==> src/rtl/pmod_arb_pkg.sv <==
// Shared types and constants for the PMOD bank arbiter: FSM states,
// register map offsets and CTRL/STATUS field positions.
package pmod_arb_pkg;

    typedef enum logic [1:0] {
        ST_IDLE  = 2'd0,
        ST_GUARD = 2'd1,
        ST_OWNED = 2'd2
    } arb_state_t;

    // Byte offsets of the register map
    localparam logic [11:0] ADDR_CTRL    = 12'h000;
    localparam logic [11:0] ADDR_GUARD   = 12'h004;
    localparam logic [11:0] ADDR_STATUS  = 12'h008;
    localparam logic [11:0] ADDR_QUANTUM = 12'h00C;

    // Word indexes as decoded from PADDR[3:2]
    localparam logic [1:0] W_CTRL    = 2'd0;
    localparam logic [1:0] W_GUARD   = 2'd1;
    localparam logic [1:0] W_STATUS  = 2'd2;
    localparam logic [1:0] W_QUANTUM = 2'd3;

    localparam int CTRL_EN_BIT     = 0;
    localparam int CTRL_MODE_BIT   = 1;
    localparam int CTRL_FO_LSB     = 2;
    localparam int CTRL_FO_MSB     = 3;
    localparam int CTRL_IRQ_EN_BIT = 4;

    localparam int STATUS_IRQ_PEND_BIT = 4;

    localparam int PAD_W = 16;

    // Field order matches the CTRL bit positions above (en is bit 0)
    typedef struct packed {
        logic       irq_en;
        logic [1:0] fixed_owner;
        logic       mode;
        logic       en;
    } ctrl_t;

endpackage

==> src/rtl/pmod_arbiter_if.sv <==
// APB slave bus bundle for the PMOD arbiter register file.
interface pmod_arbiter_if;
    logic [31:0] PADDR;
    logic        PENABLE;
    logic        PSEL;
    logic [31:0] PWDATA;
    logic        PWRITE;
    logic [31:0] PRDATA;
    logic        PREADY;
    logic        PSLVERR;

    modport master (
        output PADDR, PENABLE, PSEL, PWDATA, PWRITE,
        input  PRDATA, PREADY, PSLVERR
    );

    modport slave (
        input  PADDR, PENABLE, PSEL, PWDATA, PWRITE,
        output PRDATA, PREADY, PSLVERR
    );
endinterface

==> src/rtl/pmod_arb_regs.sv <==
// Zero-wait APB register file: CTRL, GUARD, STATUS (irq_pend W1C) and QUANTUM,
// plus the registered interrupt output.
module pmod_arb_regs
    import pmod_arb_pkg::*;
#(
    parameter int QW = 16
) (
    input  logic              clk_in,
    input  logic              reset_int,
    pmod_arbiter_if.slave     apb,
    input  logic              st_owned,
    input  logic [1:0]        st_owner,
    input  logic              st_guard,
    input  logic              owned_entry,
    output logic              cfg_en,
    output logic              cfg_mode,
    output logic [1:0]        cfg_fixed_owner,
    output logic [7:0]        guard_cfg,
    output logic [QW-1:0]     quantum_cfg,
    output logic              irq
);

    ctrl_t          ctrl_reg;
    logic [7:0]     guard_reg;
    logic [QW-1:0]  quantum_reg;
    logic           irq_pend_reg;
    logic           irq_reg;

    logic           addr_err;
    logic           access;
    logic           wr_en;
    logic [1:0]     word;
    logic [31:0]    rdata;
    logic           unused_bits;

    assign word     = apb.PADDR[3:2];
    assign addr_err = (apb.PADDR[11:4] != 8'd0);
    assign access   = apb.PSEL & apb.PENABLE;
    assign wr_en    = access & apb.PWRITE & ~addr_err;

    assign apb.PREADY  = 1'b1;
    assign apb.PSLVERR = access & addr_err;
    assign apb.PRDATA  = rdata;

    assign unused_bits = ^{apb.PADDR, apb.PWDATA};

    always_comb begin
        rdata = '0;
        if (!addr_err) begin
            case (word)
                W_CTRL:   rdata[4:0]    = ctrl_reg;
                W_GUARD:  rdata[7:0]    = guard_reg;
                W_STATUS: rdata[4:0]    = {irq_pend_reg, st_guard, st_owner, st_owned};
                default:  rdata[QW-1:0] = quantum_reg;
            endcase
        end
    end

    always_ff @(posedge clk_in or negedge reset_int) begin
        if (!reset_int) begin
            ctrl_reg     <= '0;
            guard_reg    <= '0;
            quantum_reg  <= '0;
            irq_pend_reg <= 1'b0;
            irq_reg      <= 1'b0;
        end else begin
            if (wr_en) begin
                case (word)
                    W_CTRL:    ctrl_reg    <= ctrl_t'(apb.PWDATA[CTRL_IRQ_EN_BIT:CTRL_EN_BIT]);
                    W_GUARD:   guard_reg   <= apb.PWDATA[7:0];
                    W_QUANTUM: quantum_reg <= apb.PWDATA[QW-1:0];
                    default:   ;
                endcase
            end
            // A new ownership beats a simultaneous clear so no event is lost
            if (owned_entry)
                irq_pend_reg <= 1'b1;
            else if (wr_en && word == W_STATUS && apb.PWDATA[STATUS_IRQ_PEND_BIT])
                irq_pend_reg <= 1'b0;
            irq_reg <= irq_pend_reg & ctrl_reg.irq_en;
        end
    end

    assign cfg_en          = ctrl_reg.en;
    assign cfg_mode        = ctrl_reg.mode;
    assign cfg_fixed_owner = ctrl_reg.fixed_owner;
    assign guard_cfg       = guard_reg;
    assign quantum_cfg     = quantum_reg;
    assign irq             = irq_reg;

endmodule

==> src/rtl/pmod_arbiter.sv <==
// Arbitrates a shared PMOD pad bank between NREQ subsystems with fixed or
// round-robin ownership, guard gaps on handover and quantum-based preemption.
module pmod_arbiter
    import pmod_arb_pkg::*;
#(
    parameter int NREQ = 4,
    parameter int QW   = 16
) (
    input  logic                    clk_in,
    input  logic                    reset_int,
    pmod_arbiter_if.slave           apb,
    input  logic [NREQ-1:0]         ss_req,
    input  logic [PAD_W*NREQ-1:0]   ss_gpo,
    input  logic [PAD_W*NREQ-1:0]   ss_oe,
    output logic [NREQ-1:0]         ss_grant,
    output logic [PAD_W-1:0]        pmod_gpo,
    output logic [PAD_W-1:0]        pmod_gpio_oe,
    output logic                    irq
);

    localparam int OW = (NREQ > 1) ? $clog2(NREQ) : 1;
    localparam logic [NREQ-1:0] REQ_ONE = NREQ'(1);

    arb_state_t      state_reg;
    logic [OW-1:0]   owner_reg;
    logic [OW-1:0]   last_owner_reg;
    logic [NREQ-1:0] grant_reg;
    logic [7:0]      guard_cnt_reg;
    logic [QW-1:0]   quant_cnt_reg;
    logic            owned_entry_reg;

    logic            cfg_en;
    logic            cfg_mode;
    logic [1:0]      cfg_fixed_owner;
    logic [7:0]      guard_cfg;
    logic [QW-1:0]   quantum_cfg;

    logic            cand_valid;
    logic [OW-1:0]   cand_idx;
    logic [OW-1:0]   scan_idx;
    logic            others_req;
    logic [QW-1:0]   quant_next;
    logic            rr_preempt;
    logic            fixed_preempt;

    logic [PAD_W-1:0] gpo_slice [NREQ];
    logic [PAD_W-1:0] oe_slice  [NREQ];

    for (genvar gi = 0; gi < NREQ; gi++) begin : g_slice
        assign gpo_slice[gi] = ss_gpo[gi*PAD_W +: PAD_W];
        assign oe_slice[gi]  = ss_oe[gi*PAD_W +: PAD_W];
    end

    pmod_arb_regs #(.QW(QW)) u_regs (
        .clk_in          (clk_in),
        .reset_int       (reset_int),
        .apb             (apb),
        .st_owned        (state_reg == ST_OWNED),
        .st_owner        (2'(owner_reg)),
        .st_guard        (state_reg == ST_GUARD),
        .owned_entry     (owned_entry_reg),
        .cfg_en          (cfg_en),
        .cfg_mode        (cfg_mode),
        .cfg_fixed_owner (cfg_fixed_owner),
        .guard_cfg       (guard_cfg),
        .quantum_cfg     (quantum_cfg),
        .irq             (irq)
    );

    // Descending scan so the nearest requester after last_owner wins
    always_comb begin
        cand_valid = 1'b0;
        cand_idx   = '0;
        scan_idx   = '0;
        if (cfg_mode) begin
            for (int i = NREQ; i >= 1; i--) begin
                scan_idx = OW'((int'(last_owner_reg) + i) % NREQ);
                if (ss_req[scan_idx]) begin
                    cand_valid = 1'b1;
                    cand_idx   = scan_idx;
                end
            end
        end else if (int'(cfg_fixed_owner) < NREQ) begin
            cand_idx   = OW'(cfg_fixed_owner);
            cand_valid = ss_req[cand_idx];
        end
    end

    // The quantum counter includes the current cycle, so QUANTUM=N yields N owned cycles
    assign others_req    = |(ss_req & ~(REQ_ONE << owner_reg));
    assign quant_next    = (others_req && !(&quant_cnt_reg)) ? quant_cnt_reg + QW'(1) : quant_cnt_reg;
    assign rr_preempt    = cfg_mode && (quantum_cfg != '0) && (quant_next >= quantum_cfg)
                           && cand_valid && (cand_idx != owner_reg);
    assign fixed_preempt = !cfg_mode && cand_valid && (cand_idx != owner_reg);

    always_ff @(posedge clk_in or negedge reset_int) begin
        if (!reset_int) begin
            state_reg       <= ST_IDLE;
            owner_reg       <= '0;
            last_owner_reg  <= OW'(NREQ - 1);
            grant_reg       <= '0;
            guard_cnt_reg   <= '0;
            quant_cnt_reg   <= '0;
            owned_entry_reg <= 1'b0;
        end else begin
            owned_entry_reg <= 1'b0;
            case (state_reg)
                ST_IDLE: begin
                    if (cfg_en && cand_valid) begin
                        owner_reg <= cand_idx;
                        if (guard_cfg == 8'd0) begin
                            state_reg       <= ST_OWNED;
                            grant_reg       <= REQ_ONE << cand_idx;
                            last_owner_reg  <= cand_idx;
                            quant_cnt_reg   <= '0;
                            owned_entry_reg <= 1'b1;
                        end else begin
                            state_reg     <= ST_GUARD;
                            guard_cnt_reg <= guard_cfg;
                        end
                    end
                end
                ST_GUARD: begin
                    if (!cfg_en || !ss_req[owner_reg]) begin
                        state_reg     <= ST_IDLE;
                        guard_cnt_reg <= '0;
                    end else if (guard_cnt_reg <= 8'd1) begin
                        state_reg       <= ST_OWNED;
                        grant_reg       <= REQ_ONE << owner_reg;
                        last_owner_reg  <= owner_reg;
                        quant_cnt_reg   <= '0;
                        guard_cnt_reg   <= '0;
                        owned_entry_reg <= 1'b1;
                    end else begin
                        guard_cnt_reg <= guard_cnt_reg - 8'd1;
                    end
                end
                ST_OWNED: begin
                    if (!cfg_en || !ss_req[owner_reg]) begin
                        state_reg     <= ST_IDLE;
                        grant_reg     <= '0;
                        quant_cnt_reg <= '0;
                    end else if (rr_preempt || fixed_preempt) begin
                        owner_reg     <= cand_idx;
                        quant_cnt_reg <= '0;
                        // Zero guard hands the bank straight to the next owner
                        if (guard_cfg == 8'd0) begin
                            grant_reg       <= REQ_ONE << cand_idx;
                            last_owner_reg  <= cand_idx;
                            owned_entry_reg <= 1'b1;
                        end else begin
                            state_reg     <= ST_GUARD;
                            grant_reg     <= '0;
                            guard_cnt_reg <= guard_cfg;
                        end
                    end else begin
                        quant_cnt_reg <= quant_next;
                    end
                end
                default: begin
                    state_reg <= ST_IDLE;
                    grant_reg <= '0;
                end
            endcase
        end
    end

    assign ss_grant     = grant_reg;
    assign pmod_gpo     = (state_reg == ST_OWNED) ? gpo_slice[owner_reg] : '0;
    assign pmod_gpio_oe = (state_reg == ST_OWNED) ? oe_slice[owner_reg]  : '0;

endmodule
==> src/flat_wrapper.sv <==
// flat-port wrapper written by rule: the top's interface ports become plain ports
module pmod_arbiter_flat import pmod_arb_pkg::*;
#(
    parameter int NREQ = 4,
    parameter int QW   = 16
)
  (clk_in, reset_int, ss_req, ss_gpo, ss_oe, ss_grant, pmod_gpo, pmod_gpio_oe, irq, apb_PADDR, apb_PENABLE, apb_PSEL, apb_PWDATA, apb_PWRITE, apb_PRDATA, apb_PREADY, apb_PSLVERR);
  pmod_arbiter_if apb_i ();
  input  logic clk_in;
  input  logic reset_int;
  input  logic [NREQ-1:0] ss_req;
  input  logic [PAD_W*NREQ-1:0] ss_gpo;
  input  logic [PAD_W*NREQ-1:0] ss_oe;
  output logic [NREQ-1:0] ss_grant;
  output logic [PAD_W-1:0] pmod_gpo;
  output logic [PAD_W-1:0] pmod_gpio_oe;
  output logic irq;
  input wire logic [$bits(apb_i.PADDR)-1:0] apb_PADDR;
  input wire logic [$bits(apb_i.PENABLE)-1:0] apb_PENABLE;
  input wire logic [$bits(apb_i.PSEL)-1:0] apb_PSEL;
  input wire logic [$bits(apb_i.PWDATA)-1:0] apb_PWDATA;
  input wire logic [$bits(apb_i.PWRITE)-1:0] apb_PWRITE;
  output wire logic [$bits(apb_i.PRDATA)-1:0] apb_PRDATA;
  output wire logic [$bits(apb_i.PREADY)-1:0] apb_PREADY;
  output wire logic [$bits(apb_i.PSLVERR)-1:0] apb_PSLVERR;
  assign apb_i.PADDR = apb_PADDR;
  assign apb_i.PENABLE = apb_PENABLE;
  assign apb_i.PSEL = apb_PSEL;
  assign apb_i.PWDATA = apb_PWDATA;
  assign apb_i.PWRITE = apb_PWRITE;
  assign apb_PRDATA = apb_i.PRDATA;
  assign apb_PREADY = apb_i.PREADY;
  assign apb_PSLVERR = apb_i.PSLVERR;
  pmod_arbiter #(.NREQ(NREQ), .QW(QW)) u_core (.clk_in(clk_in), .reset_int(reset_int), .apb(apb_i), .ss_req(ss_req), .ss_gpo(ss_gpo), .ss_oe(ss_oe), .ss_grant(ss_grant), .pmod_gpo(pmod_gpo), .pmod_gpio_oe(pmod_gpio_oe), .irq(irq));
endmodule
==> config.mk <==
export PLATFORM = sky130hd
export DESIGN_NAME = pmod_arbiter_flat
export DESIGN_NICKNAME = d
export VERILOG_FILES = /design/src/rtl/pmod_arb_pkg.sv /design/src/rtl/pmod_arbiter_if.sv /design/src/rtl/pmod_arb_regs.sv /design/src/rtl/pmod_arbiter.sv /design/src/flat_wrapper.sv
export SDC_FILE = /design/constraint.sdc
export NUM_CORES = 1
export LEC_CHECK = 0
export CAP_MARGIN = 10
export CORE_MARGIN = 3
export CORE_UTILIZATION = 40
export DETAILED_ROUTE_END_ITERATION = 8
export PLACE_DENSITY = 0.77
export SLEW_MARGIN = 20
export SYNTH_ARGS = -nofsm -noshare
export SYNTH_HDL_FRONTEND = slang
export SYNTH_SLANG_ARGS = --single-unit
==> constraint.sdc <==
create_clock -name clk_in -period 4.9 [get_ports clk_in]
set_input_delay 0.98 -clock clk_in [delete_from_list [all_inputs] [get_ports clk_in]]
set_output_delay 0.98 -clock clk_in [all_outputs]
set_load 0.02 [all_outputs]
Word level (Yosys, flattened, before mapping)
Cells that the tools add are included.

cells by class
  add/subtract/negate cells = 6
  $lt $le $gt $ge = 9
  equal/unequal tests = 15
  shifts and indexed selects = 2
  multiplexer cells = 85
  bitwise gates (word level) = 9
  reductions and logical operators = 37

operators with widths
  operator                                                                           number
  16-bit 2-to-1 mux                                                                  14
  16-bit binary-select mux with 2-bit select                                         2
  8-bit 2-to-1 mux                                                                   7
  16-bit one-hot mux with 3 select lines                                             1
  2-bit 2-to-1 mux                                                                   21
  4-bit 2-to-1 mux                                                                   7
  8-bit one-hot mux with 3 select lines                                              1
  1-bit 2-to-1 mux                                                                   19
  2-bit by 3-bit < comparator with 1-bit output (second input constant)              6
  16-bit by 1-bit adder with 16-bit output (second input constant)                   1
  16-bit >= comparator                                                               1
  16-bit AND reduction                                                               1
  16-bit nonzero test                                                                1
  5-bit one-hot mux with 3 select lines                                              1
  1-bit binary-select mux with 2-bit select                                          6
  2-bit one-hot mux with 3 select lines                                              2
  4-bit one-hot mux with 3 select lines                                              1
  4-bit AND reduction                                                                3
  1-bit logical AND                                                                  10
  5-bit AND reduction                                                                2
  8-bit by 1-bit less-or-equal comparator with 1-bit output (second input constant)  1
  8-bit zero test                                                                    1
  2-bit by 1-bit inequality test with 1-bit output (second input constant)           4
  8-bit nonzero test                                                                 1
  29 further kinds                                                                   49

storage, ports and cells
  register bits after elaboration = 66
  input bits = 201
  output and inout port bits = 71

Logic depth before layout (Yosys ltp)
  depth in word-level cells = 14
  mapped depth = 18
  gate-level depth less buffers = 16

Cells and area by module
A second synthesis with hierarchy kept.

second synthesis, totals
  cell total of the unflattened synthesis = 560
  area, all modules = 5684.2 µm²

modules (own cells, without submodules)
  module         instances  cells an instance  area an instance (µm²)  sequential area each (µm²)
  pmod_arbiter   1          431                3992.6                  878.3
  pmod_arb_regs  1          129                1691.6                  775.7

Worst setup path after synthesis
OpenSTA, ideal clock, no wires.

  kind = input to register
  start = input ss_req[2]
  end = register u_core.last_owner_reg[0]
  library setup time = 0.082 ns
  arrival time = 4.026 ns
  data required time = 4.818 ns
  path slack = 0.792 ns
  stages = 15
  buffers on the path = 0
  cells stage by stage = mux2i_1 > a32oi_1 > o21ai_0 > a41oi_4 > nand2_4 > or3_4 > xnor2_2 > ha_1 > nand4_1 > a211oi_1 > o211ai_1 > a22o_1 > or2_4 > o31ai_4 > mux2_2

on the way
  longest elaborated chain between the ends = 12
  elaborated cells between the ends (all ways) = 47

RTL lines
  what                                                                           RTL line             RTL
  start: declaration                                                             flat_wrapper.sv:11   input logic [NREQ-1:0] ss_req;
  parallel branches: the longest is 12 deep, another holds 16-bit >= comparator  n/a
  end signal: assignment                                                         pmod_arbiter.sv:100  last_owner_reg <= OW'(NREQ - 1);
  end signal: assignment                                                         pmod_arbiter.sv:114  last_owner_reg <= cand_idx;
  end signal: assignment                                                         pmod_arbiter.sv:149  last_owner_reg <= cand_idx;
  end: declaration                                                               pmod_arbiter.sv:26   logic [OW-1:0] last_owner_reg;

Parallel ways; which one is timed is not known. The select of a mux whose other input is x is not followed.
A chain may end at the register's enable or synchronous reset.

Worst setup path in the final report
  start = input ss_req[3]
  end = register u_core.last_owner_reg[0]

Same word-level chain as after synthesis.

==> impl_metrics.toml <==
[logic_synthesis]
synth_area_um2 = 5370
synth-async-reset-ratio_pct = 100
syn_area_per_cell_um2 = 9.90
yosysUniqueCellTypes = 68
synthCells = 542
synth-seq-area-share_pct = 30.8
yosys_warnings = 0
ys.flop_type = "dfrtp_1"
synth_edf_count = 0
synth_seq_cells = 66

[grt]
antenna_found_initial = 0
grtUsageMet1_pct = 27.7
grt_use_met3_pct = 4.18
grt_pass1_wl_mm = 29.2
grtUsageTotal_pct = 25.2
grt_max_degree = 67
use_met2_pct = 47.2
busiest_layer = "met2"
grt_pass1_vias = 5449
gr-total-overflow = 0

[die]
coreArea_um2 = 12900
die_x_um = 122
io_pins = 272
placementRows = 41
start_util_pct = 41.7
die-area_um2 = 14800
die_y_um = 122

[critical_path]
r2r_start = "u_core.owner_reg[0]"
cp_cell_sequence = "clkdlybuf4s50_1, mux2i_1, a32oi_1, o21ai_0, a41oi_4, nand2_4, buf_4, nor3_1, xor2_1, ha_1, o21ai_0, a211oi_1, o211ai_1, a22o_1, or2_4, o31ai_4, mux2_2"
path_class = "in -> reg"
max_stage_delay_ns = 0.50
cp-end-kind = "flop"
cp_max_fo = 8
crit_arrival_ns = 4.84
r2r_slack_ns = 0.89
reg2reg_depth = 16
crit_start = "ss_req[3]"
cp_slowest_cell = "clkdlybuf4s50_1"
rr_endpoint = "u_core.last_owner_reg[0]"
critPathBufInv = 2
crit_family = "compound AO/OA/AOI/OAI gates"
start_kind = "primary input"
crit_top_cell = "o21ai_0"
crit_required_ns = 5.15

[outcome]
status = "finished clean"

[sta]
setup_violations = 0
slew_violations = 0
setup-tns-final_ns = 0
rsz0062_at_grt = "false"
min_period_ns = 4.59
maxSlewHeadroom_pct = 33.6
hold_violations = 0
post-route-period-util_pct = 93.7
skew_ns = 0.00542
tightest_slew_ns = 0.987
max_freq_mhz = 218

[cts]
worst_skew_pair.late_latency_ns = 0.33
holdBufCountCts = 0
clk_root_buffer_cell = "clkbuf_16"
cts_htree_levels = 3
cts_tree = "done"
cts-buffers-inserted = 9
ctsResizeCount = 0
cts_sinks = 66
cts.reportedPaths.clkPinSlew_ns = 0.06
cts_setup_buffers = 0
clk_path_buf_depth = 2

[route]
vias = 5383
viasPerCell = 5.78
first_pass_iters = 5
drt-initial-drc-count = 324
ant_nets = 0
wl_per_cell_um = 20.5
drcViolationCount = 0
wl_mm = 19.1

[worst_hold_path]
hold-path-cell-count = 1
hold_class = "reg -> reg"
min_from = "u_core.owned_entry_reg"
hold_end = "u_core.u_regs.irq_pend_reg"

[cells_and_area]
nets = 974
nFillCells = 1053
final_layout_size_suffix_gt1_share_pct = 14.9
final_common_cell = "clkdlybuf4s50_1"
finalCoreUtilization_pct = 62.1
final-seq-area_um2 = 1660
area_growth_pct = 49.1
n_antenna_cell = 0
multi_input_area_um2 = 3400
most-common-layout-cells = "clkdlybuf4s50_1, dfrtp_1, nand2_1"

[pwr]
ir_drop_v = 0.000148
power_leakage_nw = 3.39
powerDensity_nw_per_um2 = 190

[place]
dp_hpwl_mm = 15.2
port_buffers = 216
globalplace.congestion = 0.911

[run]
maxCapViolations = 0
==> kinds of logic (layout without fill, tap and decap cells) <==
family          after synthesis  after routing  share of synthesized area, %
xor+xnor                     15             15                          2.59
simple gates                186            186                          18.6
flops                        66             66                          30.8
compound gates              114            114                          15.6
mux                          63             63                          21.0
other cells                   2             17                         0.140
buf+inv                      77            279                          6.86
fa+ha+maj                    19             19                          4.43
==> where the power goes <==
group / internal (W) / leakage (nW) / switching [W] / total, W
combinational: 0.000185 / 2.45 / 0.000105 / 0.000290
sequential: 0.000551 / 0.796 / 0.00000782 / 0.000559
clock: 0.000423 / 0.148 / 0.000248 / 0.000671
total: 0.00116 / 3.39 / 0.000361 / 0.00152
==> through the flow <==
step / total power [W] / setup slack [ns] / area, um2 / std cells / hold WS [ns]
finish: 0.00152 / 0.310 / 8000 / 931 / 0.486
global route: 0.00157 / 0.0639 / 8000 / 931 / 0.495
CTS: 0.00153 / 0.347 / 8000 / 931 / 0.492
detailed placement: 0.000859 / 0.0363 / 7680 / 915 / 0.484
global placement: 0.000853 / 0.113 / 7680 / 915 / 0.476
floorplan: 0.000691 / 0.792 / 5420 / 557 / 0.404
==> cell type report <==
| class | instances | area share, % |
|---|---|---|
| timing repair buffer | 236 | 28.8 |
| multi-input combinational | 414 | 42.6 |
| inverter | 27 | 1.27 |
| sequential | 66 | 20.7 |
| clock buffer | 11 | 3.16 |
| tap | 172 | 2.69 |
| clock inverter | 5 | 0.782 |
==> how the worst max path moves through the flow <==
| stage | endpoint | slack, ns | cells past startpoint |
|---|---|---|---|
| 5_1_grt | u_core.last_owner_reg[0] | 0.06 | 16 |
| 3_5_place_dp | u_core.last_owner_reg[0] | 0.04 | 16 |
| 4_1_cts | u_core.last_owner_reg[0] | 0.35 | 17 |
| 2_1_floorplan | u_core.last_owner_reg[0] | 0.79 | 15 |
| 3_3_place_gp | u_core.last_owner_reg[1] | 0.11 | 16 |
| 6_report | u_core.last_owner_reg[0] | 0.31 | 17 |
==> cells in the mapped netlist (3+ instances only) <==
| cell type | count | area [um2] |
|---|---|---|
| mux2_2 | 18 | 203 |
| a32oi_1 | 4 | 35.0 |
| buf_2 | 6 | 30.0 |
| xor2_1 | 4 | 35.0 |
| xnor2_1 | 10 | 87.6 |
| and3_1 | 38 | 238 |
| a21oi_1 | 11 | 55.1 |
| o21ai_0 | 33 | 165 |
| o21ai_1 | 3 | 15.0 |
| a2bb2oi_1 | 4 | 35.0 |
| nand2_1 | 50 | 188 |
| nor2_1 | 18 | 67.6 |
| mux4_2 | 38 | 856 |
| nor3_1 | 18 | 90.1 |
| nand2b_1 | 6 | 37.5 |
| o2bb2ai_1 | 4 | 35.0 |
| clkbuf_1 | 24 | 90.1 |
| nand3_1 | 8 | 40.0 |
| buf_4 | 17 | 128 |
| inv_1 | 25 | 93.8 |
| nor2b_1 | 5 | 31.3 |
| a21o_1 | 4 | 30.0 |
| a32o_1 | 7 | 70.1 |
| ha_1 | 19 | 238 |
| nand4_1 | 11 | 68.8 |
| and2_1 | 4 | 25.0 |
| or3_1 | 4 | 25.0 |
| dfrtp_1 | 64 | 1600 |
| o31ai_1 | 9 | 67.6 |
| nor4_1 | 10 | 62.6 |
| a22o_1 | 8 | 70.1 |
| mux2i_1 | 7 | 70.1 |
| a211oi_1 | 5 | 37.5 |
==> per-layer routing <==
| metal | share of wire [%] | routed length (um) |
|---|---|---|
| met1 | 35 | 6640 |
| met2 | 54 | 10300 |
| met3 | 7.0 | 1340 |
| met4 | 4.4 | 849 |
| met5 | 0 | 0 |
==> worst reg2reg max path, delay by kind of cell, from the launching register on <==
kind,cells,cell delay [ns]
multiplexers,2,0.53
buffers and inverters,1,0.18
XOR/XNOR,1,0.26
adder cells (fa/ha/maj),1,0.21
AO/OA/AOI/OAI,8,1.72
flip-flops,1,0.50
AND/OR/NAND/NOR,3,0.53
Note: power is estimated with default switching activity, not from simulation.
